`config.mk`:
```
export PLATFORM = sky130hd
export DESIGN_NAME = icmp_checksum_insert
export DESIGN_NICKNAME = d
export VERILOG_FILES = /design/src/rtl/icmp_checksum_insert.sv
export SDC_FILE = /design/constraint.sdc
export NUM_CORES = 1
export LEC_CHECK = 0
export CORE_MARGIN = 3
export CORE_UTILIZATION = 23
export CTS_BUF_LIST = sky130_fd_sc_hd__clkbuf_4 sky130_fd_sc_hd__clkbuf_8 sky130_fd_sc_hd__clkbuf_16
export CTS_CLUSTER_DIAMETER = 100
export CTS_CLUSTER_SIZE = 8
export DETAILED_ROUTE_END_ITERATION = 6
export PLACE_DENSITY = 0.36
export SLEW_MARGIN = 0
export SYNTH_ARGS = -nofsm -noshare
export SYNTH_HDL_FRONTEND = slang
export SYNTH_SLANG_ARGS = --single-unit
```
`constraint.sdc`:
```
create_clock -name clock -period 4.2 [get_ports clock]
set_input_delay 0.84 -clock clock [delete_from_list [all_inputs] [get_ports clock]]
set_output_delay 0.84 -clock clock [all_outputs]
set_load 0.01 [all_outputs]
```
`src/rtl/icmp_checksum_insert.sv`:
```
// Buffers one ICMP message, computes its RFC 1071 checksum and re-emits it with the checksum in word CHK_WORD[15:0].
// Optional: define ICMP_PKT_CNT_EN to add the pkt_count output (count of fully emitted messages).
module icmp_checksum_insert #(
  parameter int MSG_WORDS = 5,
  parameter int CHK_WORD  = 0
) (
  input  logic        clock,
  input  logic        hardreset_n,
  input  logic [31:0] in_data,
  input  logic        in_valid,
  input  logic        in_sof,
  output logic        in_ready,
  output logic [31:0] out_data,
  output logic        out_valid,
  output logic        out_sof,
  output logic        out_eof,
  input  logic        out_ready,
  output logic        abort
`ifdef ICMP_PKT_CNT_EN
  ,
  output logic [15:0] pkt_count
`endif
);

  localparam int IW = $clog2(MSG_WORDS);
  // 20 bits holds 16 half-word sums without wrap; longer messages get one extra carry bit
  localparam int ACC_W = (MSG_WORDS > 8) ? 21 : 20;
  localparam logic [IW-1:0] LAST = IW'(MSG_WORDS - 1);
  localparam logic [IW-1:0] CHKI = IW'(CHK_WORD);

  typedef enum logic [1:0] {S_IDLE, S_ACCUM, S_FOLD, S_EMIT} state_t;

  state_t            r_state, w_nxt;
  logic [IW-1:0]     r_cnt, r_oidx, w_widx, w_oidx_nxt;
  logic [ACC_W-1:0]  r_acc, w_acc_nxt;
  logic [31:0]       r_buf [MSG_WORDS];
  logic [31:0]       r_out_data, w_emit, w_bword;
  logic [16:0]       w_s1;
  logic [15:0]       w_s2, w_chk, r_chk, w_lo, w_sel_chk;
  logic              r_in_ready, w_in_ready_nxt, r_abort;
  logic              r_out_valid, r_out_sof, r_out_eof;
  logic              w_acc_in, w_restart, w_store, w_out_xfer;

  assign in_ready  = r_in_ready;
  assign out_data  = r_out_data;
  assign out_valid = r_out_valid;
  assign out_sof   = r_out_sof;
  assign out_eof   = r_out_eof;
  assign abort     = r_abort;

  assign w_acc_in   = in_valid & r_in_ready;
  assign w_restart  = w_acc_in & in_sof;
  assign w_store    = w_acc_in & (in_sof | (r_state == S_ACCUM));
  assign w_out_xfer = r_out_valid & out_ready;

  // An sof always lands in slot 0 and restarts the sum; the checksum field contributes zero
  assign w_widx    = in_sof ? '0 : r_cnt;
  assign w_lo      = (w_widx == CHKI) ? 16'h0000 : in_data[15:0];
  assign w_acc_nxt = (in_sof ? '0 : r_acc) + ACC_W'(in_data[31:16]) + ACC_W'(w_lo);

  // Two end-around-carry folds; the second cannot carry out again
  assign w_s1  = {1'b0, r_acc[15:0]} + 17'(r_acc[ACC_W-1:16]);
  assign w_s2  = w_s1[15:0] + 16'(w_s1[16]);
  assign w_chk = ~w_s2;

  always_ff @(posedge clock or negedge hardreset_n) begin
    if (!hardreset_n) r_state <= S_IDLE;
    else              r_state <= w_nxt;
  end

  always_comb begin
    w_nxt = r_state;
    case (r_state)
      S_IDLE:  if (w_restart) w_nxt = S_ACCUM;
      S_ACCUM: if (w_acc_in && !in_sof && r_cnt == LAST) w_nxt = S_FOLD;
      S_FOLD:  w_nxt = S_EMIT;
      S_EMIT:  if (w_out_xfer && r_out_eof) w_nxt = S_IDLE;
      default: w_nxt = S_IDLE;
    endcase
  end

  always_comb begin
    w_in_ready_nxt = (w_nxt == S_IDLE) || (w_nxt == S_ACCUM);
    w_oidx_nxt     = (r_state == S_FOLD) ? '0 : r_oidx + 1'b1;
    w_sel_chk      = (r_state == S_FOLD) ? w_chk : r_chk;
    w_bword        = r_buf[w_oidx_nxt];
    w_emit         = {w_bword[31:16], (w_oidx_nxt == CHKI) ? w_sel_chk : w_bword[15:0]};
  end

  always_ff @(posedge clock or negedge hardreset_n) begin
    if (!hardreset_n) begin
      r_in_ready <= 1'b0;
      r_cnt      <= '0;
      r_acc      <= '0;
      r_abort    <= 1'b0;
      r_chk      <= '0;
    end else begin
      r_in_ready <= w_in_ready_nxt;
      r_abort    <= w_restart && (r_state == S_ACCUM);
      if (w_store) begin
        r_cnt <= w_widx + 1'b1;
        r_acc <= w_acc_nxt;
      end
      if (r_state == S_FOLD) r_chk <= w_chk;
    end
  end

  always_ff @(posedge clock) begin
    if (w_store) r_buf[w_widx] <= in_data;
  end

  always_ff @(posedge clock or negedge hardreset_n) begin
    if (!hardreset_n) begin
      r_out_data  <= '0;
      r_out_valid <= 1'b0;
      r_out_sof   <= 1'b0;
      r_out_eof   <= 1'b0;
      r_oidx      <= '0;
    end else if (r_state == S_FOLD) begin
      r_out_data  <= w_emit;
      r_out_valid <= 1'b1;
      r_out_sof   <= 1'b1;
      r_out_eof   <= 1'b0;
      r_oidx      <= '0;
    end else if (w_out_xfer) begin
      if (r_out_eof) begin
        r_out_valid <= 1'b0;
        r_out_sof   <= 1'b0;
        r_out_eof   <= 1'b0;
      end else begin
        r_out_data <= w_emit;
        r_out_sof  <= 1'b0;
        r_out_eof  <= (w_oidx_nxt == LAST);
        r_oidx     <= w_oidx_nxt;
      end
    end
  end

`ifdef ICMP_PKT_CNT_EN
  logic [15:0] r_pkt_cnt;

  always_ff @(posedge clock or negedge hardreset_n) begin
    if (!hardreset_n)                r_pkt_cnt <= '0;
    else if (w_out_xfer && r_out_eof) r_pkt_cnt <= r_pkt_cnt + 16'd1;
  end

  assign pkt_count = r_pkt_cnt;
`endif

endmodule

```
==> results.py, run 1 <==
metrics = {
    "detailed_routing": {
        "vias": 7938,
        "drt_wl_total_um": 35300,
        "detail_route.wl_per_cell_um": 19.7,
        "drt_first_iter_violations": 443,
        "dr.pass1.iters": 5,
        "post-route-drc-count": 0,
        "final_antenna_net_count": 0,
        "vias_per_cell": 4.42,
    },
    "worst_setup_path": {
        "criticalPathCategory": "flop to flop",
        "slowest_stage": "dfrtp_2",
        "cp.required_ns": 4.63,
        "worstPathArrival_ns": 4.29,
        "worstPathCellList": "ha_1 -> inv_1 -> fa_1 -> nand2b_1 -> a211oi_2 -> and3_1 -> ha_1 -> ha_1 -> nand2_1 -> nor3_4 -> nand2_1 -> o32a_1 -> a31oi_1 -> buf_4 -> o221ai_1 -> o21ai_1",
        "crit_path_end_kind": "flop",
        "cp_max_fo": 4,
        "critPathMaxStageDelay_ns": 0.42,
        "path_buf_inv": 2,
        "start_kind": "flop",
        "crit_path_frequent_cell": "ha_1",
        "cpLargestDelayFamily": "compound AO/OA/AOI/OAI gates",
    },
    "clocking": {
        "cts-buffers-inserted": 35,
        "htree_num_levels": 2,
        "clock_sinks": 235,
        "clockRootBuffer": "clkbuf_16",
        "clkLatencyLatePin_ns": 0.50,
        "clkTransAtPathRegs_ns": 0.05,
        "cts_tree": "done",
        "postCtsHoldBufs": 0,
        "clock_path_buffers": 3,
        "post_cts_buffers": 0,
    },
    "placement": {
        "place.gp.congestion": 0.810,
        "port_buffers": 73,
        "placedCellCount": 1735,
        "dpl.hpwl_um": 25300,
    },
    "global_routing": {
        "gr-usage-all-layers": 0.139,
        "antenna_found_initial": 4,
        "grt_pass1_vias": 8209,
        "grt_max_degree": 46,
        "grt_overflow": 0,
        "grt_pass1_wl_um": 53400,
    },
    "final_layout": {
        "syn_to_final_growth_pct": 27.8,
        "instances_no_fill": 1796,
        "fillCellCount": 4965,
        "multi_input_area_um2": 4380,
        "fin_util": 0.300,
        "drive_gt1_frac": 0.167,
        "n_antenna_cell": 0,
        "fin_nets": 1196,
        "register_area_um2": 6650,
    },
    "synthesis": {
        "ys_async_sr_fraction": 0.345,
        "synth_common_cells": "edfxtp_1 (154), nand2_1 (137), dfrtp_1 (81), o21ai_0 (66), a21oi_1 (57)",
        "synth_area_leaders": "edfxtp_1 (41%), dfrtp_1 (18%), nand2_1 (4.6%)",
        "synthCells": 973,
        "synth_seq_cells": 235,
        "syn_nets": 1053,
        "synth-edff-count": 154,
        "synthesis.area_um2": 11300,
        "synth.top_cell.area_share": 0.410,
        "synth_cell_type_count": 70,
        "syn_area_per_cell_um2": 11.6,
        "yosys.cell_count.top_type": "edfxtp_1",
        "synth_flop_cell": "edfxtp_1",
        "yosysWarningCount": 0,
        "synth.largest_area_cell": "edfxtp_1",
        "yosysSeqAreaShare": 0.589,
    },
    "timing": {
        "fin_setup_tns_ns": 0,
        "maxSlewViolCount": 0,
        "finalCritPeriodShare": 0.920,
        "fmax_ghz": 0.259,
        "hold_violations": 0,
        "relSlewSlack": 0.500,
        "setup_viol": 0,
        "fin_skew_ns": 0.0169,
        "rsz0062_at_grt": "false",
        "worst_pin_slew_ns": 0.745,
        "min_period_ns": 3.86,
    },
    "floorplanning": {
        "die_w_um": 227,
        "core_um2": 48100,
        "die-area_um2": 51800,
        "die_h_um": 227,
        "io_pins": 74,
        "initial_core_util": 0.234,
        "row_count": 80,
    },
    "power": {
        "combinationalPowerShare": 0.464,
        "power_frac_seq": 0.294,
        "power_switching_share": 0.393,
        "max-vdd-ir-drop_mv": 0.278,
        "internal_power_w": 0.00685,
        "cellPowerDensity_nw_per_um2": 782,
        "p_sw_w": 0.00443,
        "pwr-share-clk": 0.242,
        "leakagePower_nw": 5.43,
    },
    "flow_run": {
        "drv_cap": 0,
    },
    "run_status": {
        "status": "complete, no violations",
    },
    "hold_path": {
        "hp-class": "input port to async pin",
    },
}
-- metal layers --
metal	wire, um	GRT usage	vias to the layer above
met2	17000	0.235	119
met4	625	0.0324	2
met1	16400	0.188	3918
li1	-	-	3854
met3	1300	0.0223	45
met5	13	0	-
-- state kept, by name, summed over array words and instances (netlist names) --
| signal | cells |
|---|---|
| r_buf | 154 |
| r_oidx | 3 |
| out_sof | 1 |
| abort | 1 |
| out_eof | 1 |
| out_data | 32 |
| r_acc | 20 |
| in_ready | 1 |
| r_cnt | 3 |
| out_valid | 1 |
| r_state | 2 |
| r_chk | 16 |
-- layout by cell type, fill, tap and decap left out, drive strengths merged, types with 10 or more instances in the layout --
cell type and count:
a211oi 33, a21oi 57, a311oi 24, and2 18, buf 88, clkbuf 59
clkdlybuf4s50 71, dfrtp 81, edfxtp 154, fa 18, ha 25, inv 26
nand2 137, nand2b 10, nand3 16, nor2 57, nor2b 38, nor3 14
o21ai 68, xnor2 21, xor2 10
-- power by group through the flow --
stage                     Clock (W)  Combinational [W]  Sequential (W)
final                       0.00273            0.00523         0.00332
after CTS                   0.00283            0.00534         0.00332
after detailed placement          0            0.00530         0.00336
after global routing        0.00291            0.00590         0.00339
after global placement            0            0.00531         0.00336
after floorplan                   0            0.00314         0.00337
-- path summary, 6_finish.rpt --
| kind | start | end | slack [ns] | cells past startpoint |
|---|---|---|---|---|
| max | r_acc[16]$_DFFE_PN0P_ | out_data[10]$_DFFE_PN0P_ | 0.34 | 16 |
| min in group clock | r_chk[9]$_DFF_PN0_ | r_chk[9]$_DFF_PN0_ | 0.48 | 2 |
| min | hardreset_n | abort$_DFF_PN0_ | 0.38 | 1 |
| min reg2reg | r_chk[9]$_DFF_PN0_ | r_chk[9]$_DFF_PN0_ | 0.48 | 2 |
| max reg2reg | r_acc[16]$_DFFE_PN0P_ | out_data[10]$_DFFE_PN0P_ | 0.34 | 16 |
| max in group asynchronous | hardreset_n | r_oidx[0]$_DFFE_PN0P_ | 3.01 | 2 |
-- per-stage QoR --
step,worst slack (ns),hold WS [ns],cell area (um2),total power (W)
2_1_floorplan,0.0116,0.444,11300,0.00650
4_1_cts,0.00782,0.386,14400,0.0115
3_3_place_gp,-0.673,0.463,13300,0.00867
6_report,0.337,0.376,14400,0.0113
3_5_place_dp,-0.684,0.469,13300,0.00866
5_1_grt,0.0330,0.415,14400,0.0122
-- logic make-up after synthesis --
kind of cell,after synthesis,share of synthesized area
XOR/XNOR,31,0.0241
buffers and inverters,79,0.0350
adder cells (fa/ha/maj),43,0.0597
AO/OA/AOI/OAI,246,0.143
multiplexers,13,0.0124
AND/OR/NAND/NOR,326,0.137
flip-flops,235,0.589
-- what timing repair did --
item | CTS | global route
setup endpoints to repair | 4 | 15
gates resized for setup | 7 | 13
pin swaps | 1 | 1
-- worst register-to-register path: cells and delay by family, from the launching register on --
family / cells / cell delay [ns]
fa+ha+maj: 4 / 0.96
simple gates: 5 / 0.97
buf+inv: 2 / 0.21
flops: 1 / 0.42
compound gates: 5 / 1.24
-- layout make-up --
type | count | area share
Clock inverter | 2 | 0.00113
Timing Repair Buffer | 160 | 0.0971
Multi-Input combinational cell | 659 | 0.304
Tap cell | 656 | 0.0569
Inverter | 25 | 0.00651
Clock buffer | 59 | 0.0732
Sequential cell | 235 | 0.461
Power figures use the tool's default switching activity.
==> run 2, diff against run 1 <==
GPL_ROUTABILITY_DRIVEN = 0   (was unset)
==> results of run 2 <==
Final layout, timing and power as in run 1 (identical DEF).
